**src/rtl/ssm_pkg.sv**
```systemverilog
// Shared definitions for the shared-bus sequencer: opcodes, instruction field
// layout, dispatcher state encoding and small decode helpers.
package ssm_pkg;

    localparam logic [3:0] OP_NOP  = 4'h0;
    localparam logic [3:0] OP_ADD  = 4'h1;
    localparam logic [3:0] OP_SUB  = 4'h2;
    localparam logic [3:0] OP_AND  = 4'h3;
    localparam logic [3:0] OP_MOV  = 4'h4;
    localparam logic [3:0] OP_OR   = 4'h5;
    localparam logic [3:0] OP_XOR  = 4'h6;
    localparam logic [3:0] OP_SHL  = 4'h7;
    localparam logic [3:0] OP_SHR  = 4'h8;
    localparam logic [3:0] OP_HALT = 4'hF;

    localparam int INSTR_W = 16;
    localparam int OPC_W   = 4;
    localparam int FIELD_W = 6;
    localparam int OPC_LSB = 12;
    localparam int SRC_LSB = 6;
    localparam int DST_LSB = 0;

    typedef enum logic [2:0] {
        ST_IDLE,
        ST_FETCH,
        ST_DECODE,
        ST_ISSUE,
        ST_WAIT_DONE,
        ST_NEXT,
        ST_HALT,
        ST_ERROR
    } disp_state_e;

    function automatic logic [OPC_W-1:0] instr_opcode(input logic [INSTR_W-1:0] w);
        return w[OPC_LSB +: OPC_W];
    endfunction

    function automatic logic [FIELD_W-1:0] instr_source(input logic [INSTR_W-1:0] w);
        return w[SRC_LSB +: FIELD_W];
    endfunction

    function automatic logic [FIELD_W-1:0] instr_dest(input logic [INSTR_W-1:0] w);
        return w[DST_LSB +: FIELD_W];
    endfunction

    // IDLE, HALT and ERROR are the only states where the sequencer is parked.
    function automatic logic state_is_busy(input disp_state_e s);
        return !((s == ST_IDLE) || (s == ST_HALT) || (s == ST_ERROR));
    endfunction

endpackage

```
**src/rtl/instr_dispatch_fsm_if.sv**
```systemverilog
// Instruction ROM port plus the start/operand/done handshake towards the
// operation FSMs.
interface instr_dispatch_fsm_if #(
    parameter int PC_WIDTH = 8
);
    logic [PC_WIDTH-1:0] imem_addr;
    logic [15:0]         imem_rdata;
    logic [3:0]          fsm_start;
    logic [5:0]          source;
    logic [5:0]          dest;
    logic                fsm_done;

    modport master (
        output imem_addr,
        input  imem_rdata,
        output fsm_start,
        output source,
        output dest,
        input  fsm_done
    );

    modport slave (
        input  imem_addr,
        output imem_rdata,
        input  fsm_start,
        input  source,
        input  dest,
        output fsm_done
    );
endinterface

```
**src/rtl/dispatch_watchdog.sv**
```systemverilog
// Cycle counter guarding WAIT_DONE: cleared on issue, counts while enabled and
// flags expiry once TIMEOUT_CYCLES-1 is reached.
module dispatch_watchdog #(
    parameter int TIMEOUT_CYCLES = 64
) (
    input  logic clock,
    input  logic reset,
    input  logic i_clear,
    input  logic i_enable,
    output logic o_expired
);
    localparam logic [15:0] LAST_COUNT = 16'(TIMEOUT_CYCLES - 1);

    logic [15:0] r_count;
    logic        w_expired;

    assign w_expired = (r_count == LAST_COUNT);
    assign o_expired = w_expired;

    // Saturates at the limit so a lingering enable can never wrap back to zero.
    always_ff @(posedge clock) begin
        if (reset || i_clear) begin
            r_count <= '0;
        end else if (i_enable && !w_expired) begin
            r_count <= r_count + 16'd1;
        end
    end
endmodule

```
**src/rtl/instr_dispatch_fsm.sv**
```systemverilog
// Top-level sequencer: fetches from the instruction ROM, decodes, issues a
// start code to the operation FSMs and waits (under watchdog) for done.
module instr_dispatch_fsm
    import ssm_pkg::*;
#(
    parameter int PC_WIDTH       = 8,
    parameter int TIMEOUT_CYCLES = 64
) (
    input  logic                 clock,
    input  logic                 reset,
    input  logic                 i_run,
    input  logic                 i_stop,
    instr_dispatch_fsm_if.master bus,
    output logic [PC_WIDTH-1:0]  o_pc,
    output logic                 o_busy,
    output logic                 o_halted,
    output logic                 o_error
);
    localparam logic [PC_WIDTH-1:0] PC_ONE = {{(PC_WIDTH-1){1'b0}}, 1'b1};

    disp_state_e         r_state;
    disp_state_e         w_next_state;
    logic [PC_WIDTH-1:0] r_pc;
    logic [3:0]          r_fsm_start;
    logic [5:0]          r_source;
    logic [5:0]          r_dest;
    logic                r_busy;
    logic                r_halted;
    logic                r_error;
    logic                r_stop_pending;

    logic [3:0]          w_opcode;
    logic                w_wd_clear;
    logic                w_wd_enable;
    logic                w_wd_expired;

    assign w_opcode = instr_opcode(bus.imem_rdata);

    dispatch_watchdog #(
        .TIMEOUT_CYCLES (TIMEOUT_CYCLES)
    ) u_watchdog (
        .clock     (clock),
        .reset     (reset),
        .i_clear   (w_wd_clear),
        .i_enable  (w_wd_enable),
        .o_expired (w_wd_expired)
    );

    always_comb begin
        w_next_state = r_state;
        w_wd_clear   = 1'b0;
        w_wd_enable  = 1'b0;
        case (r_state)
            ST_IDLE: begin
                if (i_run) begin
                    w_next_state = ST_FETCH;
                end
            end
            ST_FETCH: begin
                w_next_state = ST_DECODE;
            end
            ST_DECODE: begin
                if (w_opcode == OP_NOP) begin
                    w_next_state = ST_NEXT;
                end else if (w_opcode == OP_HALT) begin
                    w_next_state = ST_HALT;
                end else begin
                    w_next_state = ST_ISSUE;
                end
            end
            ST_ISSUE: begin
                w_wd_clear   = 1'b1;
                w_next_state = ST_WAIT_DONE;
            end
            ST_WAIT_DONE: begin
                w_wd_enable = 1'b1;
                // A done arriving in the expiry cycle still completes the op.
                if (bus.fsm_done) begin
                    w_next_state = ST_NEXT;
                end else if (w_wd_expired) begin
                    w_next_state = ST_ERROR;
                end
            end
            ST_NEXT: begin
                // A stop arriving in this very cycle is honoured as well.
                if (r_stop_pending || i_stop) begin
                    w_next_state = ST_IDLE;
                end else begin
                    w_next_state = ST_FETCH;
                end
            end
            ST_HALT: begin
                w_next_state = ST_HALT;
            end
            ST_ERROR: begin
                w_next_state = ST_ERROR;
            end
            default: begin
                w_next_state = ST_IDLE;
            end
        endcase
    end

    always_ff @(posedge clock) begin
        if (reset) begin
            r_state        <= ST_IDLE;
            r_pc           <= '0;
            r_fsm_start    <= '0;
            r_source       <= '0;
            r_dest         <= '0;
            r_busy         <= 1'b0;
            r_halted       <= 1'b0;
            r_error        <= 1'b0;
            r_stop_pending <= 1'b0;
        end else begin
            r_state     <= w_next_state;
            r_busy      <= state_is_busy(w_next_state);
            // Registered so the start code is visible for exactly the ISSUE cycle.
            r_fsm_start <= (w_next_state == ST_ISSUE) ? w_opcode : 4'h0;
            if (w_next_state == ST_ISSUE) begin
                r_source <= instr_source(bus.imem_rdata);
                r_dest   <= instr_dest(bus.imem_rdata);
            end
            if (r_state == ST_NEXT) begin
                r_pc <= r_pc + PC_ONE;
            end
            if (w_next_state == ST_HALT) begin
                r_halted <= 1'b1;
            end
            if (w_next_state == ST_ERROR) begin
                r_error <= 1'b1;
            end
            if (r_state == ST_NEXT) begin
                r_stop_pending <= 1'b0;
            end else if (i_stop && r_busy) begin
                r_stop_pending <= 1'b1;
            end
        end
    end

    assign bus.imem_addr = r_pc;
    assign bus.fsm_start = r_fsm_start;
    assign bus.source    = r_source;
    assign bus.dest      = r_dest;
    assign o_pc          = r_pc;
    assign o_busy        = r_busy;
    assign o_halted      = r_halted;
    assign o_error       = r_error;
endmodule

```
**src/flat_wrapper.sv**
```systemverilog
// flat-port wrapper written by rule: the top's interface ports become plain ports
module instr_dispatch_fsm_flat import ssm_pkg::*;
#(
    parameter int PC_WIDTH       = 8,
    parameter int TIMEOUT_CYCLES = 64
)
  (clock, reset, i_run, i_stop, o_pc, o_busy, o_halted, o_error, bus_imem_addr, bus_imem_rdata, bus_fsm_start, bus_source, bus_dest, bus_fsm_done);
  instr_dispatch_fsm_if #(.PC_WIDTH(PC_WIDTH)) bus_i ();
  input  logic clock;
  input  logic reset;
  input  logic i_run;
  input  logic i_stop;
  output logic [PC_WIDTH-1:0] o_pc;
  output logic o_busy;
  output logic o_halted;
  output logic o_error;
  output wire logic [$bits(bus_i.imem_addr)-1:0] bus_imem_addr;
  input wire logic [$bits(bus_i.imem_rdata)-1:0] bus_imem_rdata;
  output wire logic [$bits(bus_i.fsm_start)-1:0] bus_fsm_start;
  output wire logic [$bits(bus_i.source)-1:0] bus_source;
  output wire logic [$bits(bus_i.dest)-1:0] bus_dest;
  input wire logic [$bits(bus_i.fsm_done)-1:0] bus_fsm_done;
  assign bus_imem_addr = bus_i.imem_addr;
  assign bus_i.imem_rdata = bus_imem_rdata;
  assign bus_fsm_start = bus_i.fsm_start;
  assign bus_source = bus_i.source;
  assign bus_dest = bus_i.dest;
  assign bus_i.fsm_done = bus_fsm_done;
  instr_dispatch_fsm #(.PC_WIDTH(PC_WIDTH), .TIMEOUT_CYCLES(TIMEOUT_CYCLES)) u_core (.clock(clock), .reset(reset), .i_run(i_run), .i_stop(i_stop), .bus(bus_i), .o_pc(o_pc), .o_busy(o_busy), .o_halted(o_halted), .o_error(o_error));
endmodule
```
**config.mk**
```make
export PLATFORM = sky130hd
export DESIGN_NAME = instr_dispatch_fsm_flat
export DESIGN_NICKNAME = d
export VERILOG_FILES = /design/src/rtl/ssm_pkg.sv /design/src/rtl/instr_dispatch_fsm_if.sv /design/src/rtl/dispatch_watchdog.sv /design/src/rtl/instr_dispatch_fsm.sv /design/src/flat_wrapper.sv
export SDC_FILE = /design/constraint.sdc
export NUM_CORES = 1
export LEC_CHECK = 0
export CAP_MARGIN = 20
export CORE_AREA = 4 4 72 74
export CTS_CLUSTER_DIAMETER = 150
export CTS_CLUSTER_SIZE = 12
export DETAILED_ROUTE_END_ITERATION = 10
export DIE_AREA = 0 0 76 78
export GPL_TIMING_DRIVEN = 0
export PLACE_DENSITY_LB_ADDON = 0.15
export SYNTH_ARGS = -nofsm -noshare
export SYNTH_HDL_FRONTEND = slang
export SYNTH_SLANG_ARGS = --single-unit
```
**constraint.sdc**
```tcl
create_clock -name clock -period 3.3 [get_ports clock]
set_input_delay 0.33 -clock clock [delete_from_list [all_inputs] [get_ports clock]]
set_output_delay 0.33 -clock clock [all_outputs]
set_load 0.05 [all_outputs]
```
# Yosys cells after proc, flatten, opt, wreduce, memory -nomap -nowiden

Cells that the tools add are included.

Output and inout bits: 35
Bits in registers: 47
Word-level logic and storage cells: 47
Bits of input ports: 21

Reduce and logical (&&, ||, !) cells: 13
Add/subtract/negate cells: 2
Mux-type cells: 9
Equality and inequality tests: 12
Bitwise gates (word level): 1

Operators with widths:

| cell                                                                    | number |
|---|---|
| 3-bit one-hot mux with 8 select lines                                   | 1 |
| 3-bit equality test (second input constant)                             | 6 |
| 16-bit by 1-bit adder with 16-bit output (second input constant)        | 1 |
| 16-bit by 6-bit equality test with 1-bit output (second input constant) | 1 |
| 3-bit 2-to-1 mux                                                        | 5 |
| 3-bit by 2-bit equality test with 1-bit output (second input constant)  | 3 |
| 8-bit by 1-bit adder with 8-bit output (second input constant)          | 1 |
| 3-bit zero test                                                         | 2 |
| 4-bit equality test (second input constant)                             | 1 |
| 4-bit zero test                                                         | 1 |
| 1-bit logical OR                                                        | 4 |
| 2-bit OR reduction                                                      | 2 |
| 3-bit by 1-bit equality test with 1-bit output (second input constant)  | 1 |
| 1-bit 2-to-1 mux                                                        | 3 |
| 1-bit logical AND                                                       | 2 |
| 1-bit zero test                                                         | 2 |
| 1-bit NOT                                                               | 1 |

# Logic depth before layout (Yosys ltp)

Gate-level depths: netlist of the first run.

Depth in word-level cells: 8
Mapped depth: 8
Gate-level depth less buffers: 6

# Hierarchy

From an unflattened synthesis of the first run, not the netlist that was laid out.

Cell total of the unflattened synthesis: 259
Area, all modules: 2316.0 um2

Modules (own cells, without submodules):

| module             | instances | cells an instance | area each (um2) | seq. area each (um2) |
|---|---|---|---|---|
| instr_dispatch_fsm | 1         | 152               | 1420.1          | 620.6 |
| dispatch_watchdog  | 1         | 107               | 895.9           | 320.3 |

# Worst setup path after synthesis of the first run

Ideal clock, no wire load.

Kind: register to register
Start point: reg u_core.u_watchdog.r_count[0]
End point: reg u_core.r_dest[5], in the netlist u_core.bus.dest[5]
Arrival: 1.690 ns
Required time: 3.229 ns
Clock period less this slack: 1.760 ns
Path buffers: 2
Slack: 1.540 ns
Stages on the path, launching flop included: 9
Library setup time: 0.071 ns
Path through: dfxtp_1 > ha_1 > nor3b_1 > and4_1 > buf_2 > a22oi_2 > clkbuf_1 > o21ai_0 > a21oi_1

Word-level cells in the longest chain between the ends: 5

RTL lines:

| element                                         | line                      | text |
|---|---|---|
| start: declaration                              | dispatch_watchdog.sv:14   | `logic [15:0] r_count;` |
| start signal: assignment                        | dispatch_watchdog.sv:25   | `r_count <= r_count + 16'd1;` |
| 16-bit by 6-bit equality test with 1-bit output | dispatch_watchdog.sv:17   | `assign w_expired = (r_count == LAST_COUNT);` |
| 3-bit 2-to-1 mux                                | instr_dispatch_fsm.sv:80  | `end else if (w_wd_expired) begin` |
| 3-bit 2-to-1 mux                                | instr_dispatch_fsm.sv:78  | `if (bus.fsm_done) begin` |
| 3-bit one-hot mux with 8 select lines           | instr_dispatch_fsm.sv:53  | `case (r_state)` |
| 3-bit by 2-bit equality test with 1-bit output  | instr_dispatch_fsm.sv:120 | `if (w_next_state == ST_ISSUE) begin` |
| end signal: assignment                          | instr_dispatch_fsm.sv:122 | `r_dest <= instr_dest(bus.imem_rdata);` |
| end: declaration                                | instr_dispatch_fsm.sv:26  | `logic [5:0] r_dest;` |

No other way between the ends.
A chain may end at the register's enable or synchronous reset.

# Worst setup path in the final report of the first run

Start point: reg u_core.u_watchdog.r_count[0]
End point: reg u_core.r_source[5], in the netlist u_core.bus.source[5]

Word-level cells in the longest chain between the ends: 5

RTL lines:

| element                                         | line                      | text |
|---|---|---|
| 16-bit by 6-bit equality test with 1-bit output | dispatch_watchdog.sv:17   |  |
| 3-bit 2-to-1 mux                                | instr_dispatch_fsm.sv:80  |  |
| 3-bit 2-to-1 mux                                | instr_dispatch_fsm.sv:78  |  |
| 3-bit one-hot mux with 8 select lines           | instr_dispatch_fsm.sv:53  |  |
| 3-bit by 2-bit equality test with 1-bit output  | instr_dispatch_fsm.sv:120 |  |
| end signal: assignment                          | instr_dispatch_fsm.sv:121 | `r_source <= instr_source(bus.imem_rdata);` |
| end: declaration                                | instr_dispatch_fsm.sv:25  | `logic [5:0] r_source;` |

No other way between the ends.

==> metrics.csv, run 1 <==
metric;value;unit
die_x;76;um
setup_violations;0;
viasPerCell;5.45;
drive_above_1_share;0.104;
track_usage;0.176;
worstSetupEndpointType;flop;
synth_top_flop_cell;dfxtp_1;
cts_resized;0;
grt_max_degree;15;
grt_pass1_vias;1948;
synth_cell_types;45;
grt.overflow.total;0;
wirelength;4960;um
post-route-min-period;2.03;ns
ioPinCount;56;
register_area;941;um^2
max_freq;492;MHz
die_area;5930;um^2
status;finished clean;
grt_pass1_wl;8720;um
cts_max_level;2;
period_share;0.616;
irDropWorstVdd;0.000325;V
drc;0;
p_leak;0.00106;uW
synth_warnings;0;
worstMarginPinSlew;0.507;ns
synth_nets;268;
hold_violations;0;
cp-start-kind;flop;
gr-usage-met3;0.0464;
clock_path_buffers;2;
timing.slew.headroom;0.661;
vias;1969;
maxCapViolations;0;
cts_tree;done;
crit_required;3.53;ns
coreArea;4600;um^2
cts-root-buf;clkbuf_8;
final_common_cell;clkdlybuf4s50_1;
start_util;0.483;
area_growth;32.7;%
final_cell_mix;54 x clkdlybuf4s50_1, 47 x dfxtp_1, 26 x nor2_1;
fin_skew;0.0118;ns
routabilityCongestion;0.799;
post_cts_buffers;0;
met1_usage;0.202;
path_clk_slew;0.09;ns
synth_area;2220;um^2
portBuffers;54;
grt.busiest_layer;met2;
multiInputGateArea;1120;um^2
synth_area_per_cell;9.07;um^2
cts_buffers;5;
drtPass1Iterations;4;
powerDensity;506;nW/um^2
clock-sinks;47;
tns;0;ns
worst_skew_pair.late_latency;0.30;ns
wl_per_cell;13.7;um
ys_seq_area_frac;0.423;
synth-seq-cells;47;
synth_edf_count;0;
crit_type;flop to flop;
final-instance-count-excl-fill;361;
cp_max_fo;10;
crit_chain;ha_1 > nor3b_1 > and4_1 > buf_2 > a22oi_2 > clkbuf_1 > o21ai_0 > a21oi_1;
fill_cells;404;
globalRouteMet2Util;0.312;
slew_viol_final;0;
rsz0062_at_grt;false;
die_h;78;um
critPathSlowestCell;dfxtp_1;
hold_class;input pin to flop;
cts_hold_buf;0;
async_flop_share;0;
dp_hpwl;3590;um
antenna_left;0;
rows;25;
drtIter0Drc;101;
max_stage_delay;0.34;ns
dp.cells;353;
antenna_found_initial;0;
final_net_count;329;
cp.arrival;2.26;ns
antenna_cells;0;
syn-instance-count;245;
## flip-flops by register name (all words and copies together) (netlist names)
signal                     flops
u_core.bus.source              6
u_core.bus.dest                6
u_core.o_error                 1
u_core.bus.imem_addr           8
u_core.bus.fsm_start           4
u_core.r_stop_pending          1
u_core.r_state                 3
u_core.u_watchdog.r_count     16
u_core.o_halted                1
u_core.o_busy                  1
## cell type report
cell class                      count  share of cell area
Tap cell                           54              0.0229
Inverter                            4             0.00509
Clock inverter                      2              0.0119
Clock buffer                        6              0.0280
Multi-Input combinational cell    170               0.381
Timing Repair Buffer               54               0.183
Buffer                             24              0.0488
Sequential cell                    47               0.319
## worst paths after layout
| check | start | to | slack, ns | depth (start not counted) |
|---|---|---|---|---|
| worst max-delay path | u_core.u_watchdog.r_count[0] | u_core.bus.source[5] | 1.27 | 8 |
| worst min-delay path | reset | u_core.r_state[1] | 0.34 | 2 |
| worst max register to register | u_core.u_watchdog.r_count[0] | u_core.bus.source[5] | 1.27 | 8 |
| worst min register to register | u_core.o_error | u_core.o_error | 0.47 | 2 |
## power by group
part / internal, uW / switching, uW / total (uW)
registers: 606 / 24.2 / 630
logic: 158 / 264 / 422
clock network: 245 / 194 / 440
total: 1010 / 483 / 1490
## synthesized netlist by cell type, types with 2 or more instances
library cell	count	area share
buf_4	9	0.030
nand2_1	8	0.014
ha_1	2	0.011
o211ai_1	12	0.041
and2_1	5	0.014
and4_1	6	0.024
dfxtp_1	47	0.42
nor2b_1	3	0.0084
nor3b_1	5	0.017
xor2_1	15	0.059
nand2b_1	3	0.0084
nor4_1	2	0.0056
inv_1	4	0.0068
buf_6	2	0.010
nor3_1	3	0.0068
o21ai_0	14	0.032
o31ai_1	3	0.010
nor2_1	26	0.044
nor4_2	3	0.017
clkbuf_1	8	0.014
nand4_1	10	0.028
a21oi_1	17	0.038
xnor2_1	6	0.024
buf_2	4	0.0090
nand3_1	5	0.011
and3_1	3	0.0084
nand3b_1	2	0.0068
## per-stage QoR
| step | hold slack, ns | setup WS [ns] | util | cell area, um^2 | power, uW |
|---|---|---|---|---|---|
| final | 0.339 | 1.27 | 0.641 | 2950 | 1490 |
| after global routing | 0.351 | 1.00 | 0.641 | 2950 | 1570 |
| after CTS | 0.334 | 1.25 | 0.641 | 2950 | 1510 |
| after detailed placement | 0.461 | 1.02 | 0.616 | 2830 | 1060 |
| after global placement | 0.458 | 1.03 | 0.616 | 2830 | 1060 |
| after floorplan | 0.448 | 1.54 | - | 2220 | 932 |
## kinds of logic after synthesis
logic type      share of synthesized area
xor+xnor                           0.0828
compound gates                      0.155
simple gates                        0.252
mux                               0.00450
fa+ha+maj                          0.0113
flops                               0.423
buf+inv                            0.0715
## routing by layer
layer,wire [um],up-vias
met2,2460,47
met5,0,-
met1,2210,930
met3,228,6
met4,60,0
li1,-,986
## critical path, delay by kind of cell (launching register included)
kind                     cells  cell delay, ns
flip-flops                   1            0.34
buffers and inverters        2            0.50
adder cells (fa/ha/maj)      1            0.20
AO/OA/AOI/OAI                3            0.59
AND/OR/NAND/NOR              2            0.34
Power figures use the tool's default switching activity.
==> run 2: changes to the inputs <==
Settings changed: CORE_AREA 4 4 72 74 to 4 4 73 75, DIE_AREA 0 0 76 78 to 0 0 77 79.
Clock period 3.3 ns to 2 ns, I/O delays scaled along.
==> run 2 against run 1 <==
Cell count grew 1.1%. First-iteration DRC count shrank 31%. Sequential power grew 65%. Power grew 67%. Clock skew shrank 0.0031 ns. Cell area grew 3.5%. Non-clock buffer count grew 4. Critical endpoint is now o_pc[3]. Largest cell class unchanged. Count of clock-buffer cells in the layout is the same. Flip-flop and latch count is the same. Setup slack lost 1.2 ns. Hold slack lost 0.098 ns.
==> metrics.csv, run 2 (synthesized netlist as in run 1, its figures left out) <==
metric;value;unit;change
fin_area;3050;um^2;+3.5%
p_leak;0.00110;uW;+3.8%
post-place-ws;-0.227;ns;-1.25 ns
p_switching;816;uW;+69%
slew_viol_final;0;;unchanged
viasPerCell;5.35;;-1.9%
die_area;6080;um^2;+2.6%
die_x;77;um;+1.3%
wirelength;5250;um;+6.0%
setup_violations;0;;unchanged
antenna_left;0;;unchanged
cts_tree;done;;
grt_max_degree;15;;unchanged
powerDensity;818;nW/um^2;+62%
rows;25;;unchanged
status;finished clean;;
timing.slew.headroom;0.648;;-0.0135
hold_violations;0;;unchanged
post-route-min-period;1.89;ns;
cp_max_fo;6;;-4
final_common_cell;clkdlybuf4s50_1;;
crit_type;flop to primary output;;
multiInputGateArea;1180;um^2;+5.2%
irDropWorstVdd;0.000778;V;+140%
top_register;u_core.u_watchdog.r_count;;
worst_skew_pair.late_latency;0.30;ns;about the same
worstMarginPinSlew;0.527;ns;+0.0201 ns
routabilityCongestion;0.791;;-0.99%
p_comb_frac;0.292;;+0.009
drive_above_1_share;0.148;;+0.0437
coreArea;4660;um^2;+1.4%
period_share;0.944;;
drtIter0Drc;70;;-31%
grt.overflow.total;0;;unchanged
grt_pass1_vias;1903;;-2.3%
final_cell_mix;54 x clkdlybuf4s50_1, 43 x dfxtp_1, 26 x nor2_1;;
placed_area;2830;um^2;unchanged
p_seq_frac;0.417;;-0.005
power.internal;1680;uW;+66%
largest_register_ffs;16;;unchanged
clock-sinks;47;;unchanged
area_growth;37.3;%;
final_net_count;333;;+1.2%
timing.final.ws_setup;0.112;ns;-1.15 ns
dp_hpwl;3730;um;+3.9%
cp.arrival;1.69;ns;-0.57 ns
vias;1953;;-0.81%
p_sw_frac;0.327;;+0.00355
antenna_cells;0;;unchanged
fin_skew;0.00871;ns;-0.00306 ns
track_usage;0.176;;-0.000571
portBuffers;54;;unchanged
fill_cells;397;;-1.7%
power_frac_clock;0.291;;-0.004
cts_hold_buf;0;;unchanged
cts_buffers;5;;unchanged
hold_class;input pin to flop;;
crit_required;1.80;ns;-1.73 ns
grt_pass1_wl;8820;um;+1.1%
ioPinCount;56;;unchanged
clock_path_buffers;2;;unchanged
path_clk_slew;0.09;ns;about the same
drtPass1Iterations;4;;unchanged
drc;0;;unchanged
maxCapViolations;0;;unchanged
die_h;79;um;+1.3%
worstSetupEndpointType;primary output;;
cp-start-kind;flop;;
cts-root-buf;clkbuf_8;;
cts_max_level;2;;unchanged
wl_per_cell;14.4;um;+4.8%
start_util;0.477;;-0.00649
antenna_found_initial;0;;unchanged
register_area;946;um^2;+0.53%
max_freq;530;MHz;
run 2: cell count changes in the layout (fill, tap and decap cells not counted), moves of 2 or more:
cell,change
buf_4,+4
clkbuf_1,-2
dfxtp_1,-4
dfxtp_2,+4
nor4_2,-2
nor4_4,+3
run 2: metrics by stage:
stage	util	setup TNS, ns	power (uW)	hold slack, ns	cells
6_report	0.654	0	2490	0.241	365
5_1_grt	0.654	-0.0123	2590	0.246	365
3_3_place_gp	0.607	-2.11	1760	0.460	353
3_5_place_dp	0.607	-2.28	1760	0.465	353
4_1_cts	0.634	0	2480	0.240	361
2_1_floorplan	-	0	1540	0.367	245
run 2: worst max-delay path: stages (launching register included):
cell and delay (ns):
dfxtp_1 0.45, buf_4 0.15, clkdlybuf4s50_1 0.79
run 2: area by class of cell:
| cell class | instances | area share |
|---|---|---|
| Inverter | 4 | 0.00492 |
| Multi-Input combinational cell | 170 | 0.387 |
| Buffer | 24 | 0.0500 |
| Sequential cell | 47 | 0.310 |
| Clock inverter | 2 | 0.0115 |
| Timing Repair Buffer | 58 | 0.187 |
| Clock buffer | 6 | 0.0271 |
| Tap cell | 54 | 0.0221 |
run 2: worst paths after layout:
kind | slack [ns] | endpoint | from | cells after the start
setup / recovery | 0.11 | o_pc[3] | u_core.bus.imem_addr[3] | 2
hold reg to reg | 0.47 | u_core.u_watchdog.r_count[1] | u_core.u_watchdog.r_count[1] | 2
setup reg to reg | 0.12 | u_core.bus.dest[5] | u_core.u_watchdog.r_count[0] | 8
hold / removal | 0.24 | u_core.r_state[1] | reset | 2
run 2: repair_timing:
action | in CTS | in global routing
setup endpoints to repair | 10 | 15
resized for setup | 2 | 21
pin swaps | 0 | 5
gates cloned | 0 | 1
setup buffers | 0 | 3
run 2: power by group through the flow:
stage | Combinational (uW) | Sequential [uW] | Clock [uW]
2_1_floorplan | 313 | 1220 | 0
3_3_place_gp | 697 | 1060 | 0
3_5_place_dp | 703 | 1060 | 0
4_1_cts | 709 | 1040 | 736
5_1_grt | 775 | 1050 | 768
6_report | 729 | 1040 | 725
run 2: metal layers:
metal	GRT usage	up-vias	share of wire
met4	0.0587	0	0.014
li1	-	999	-
met5	0	-	0
met2	0.287	31	0.48
met3	0.0420	8	0.035
met1	0.229	915	0.47
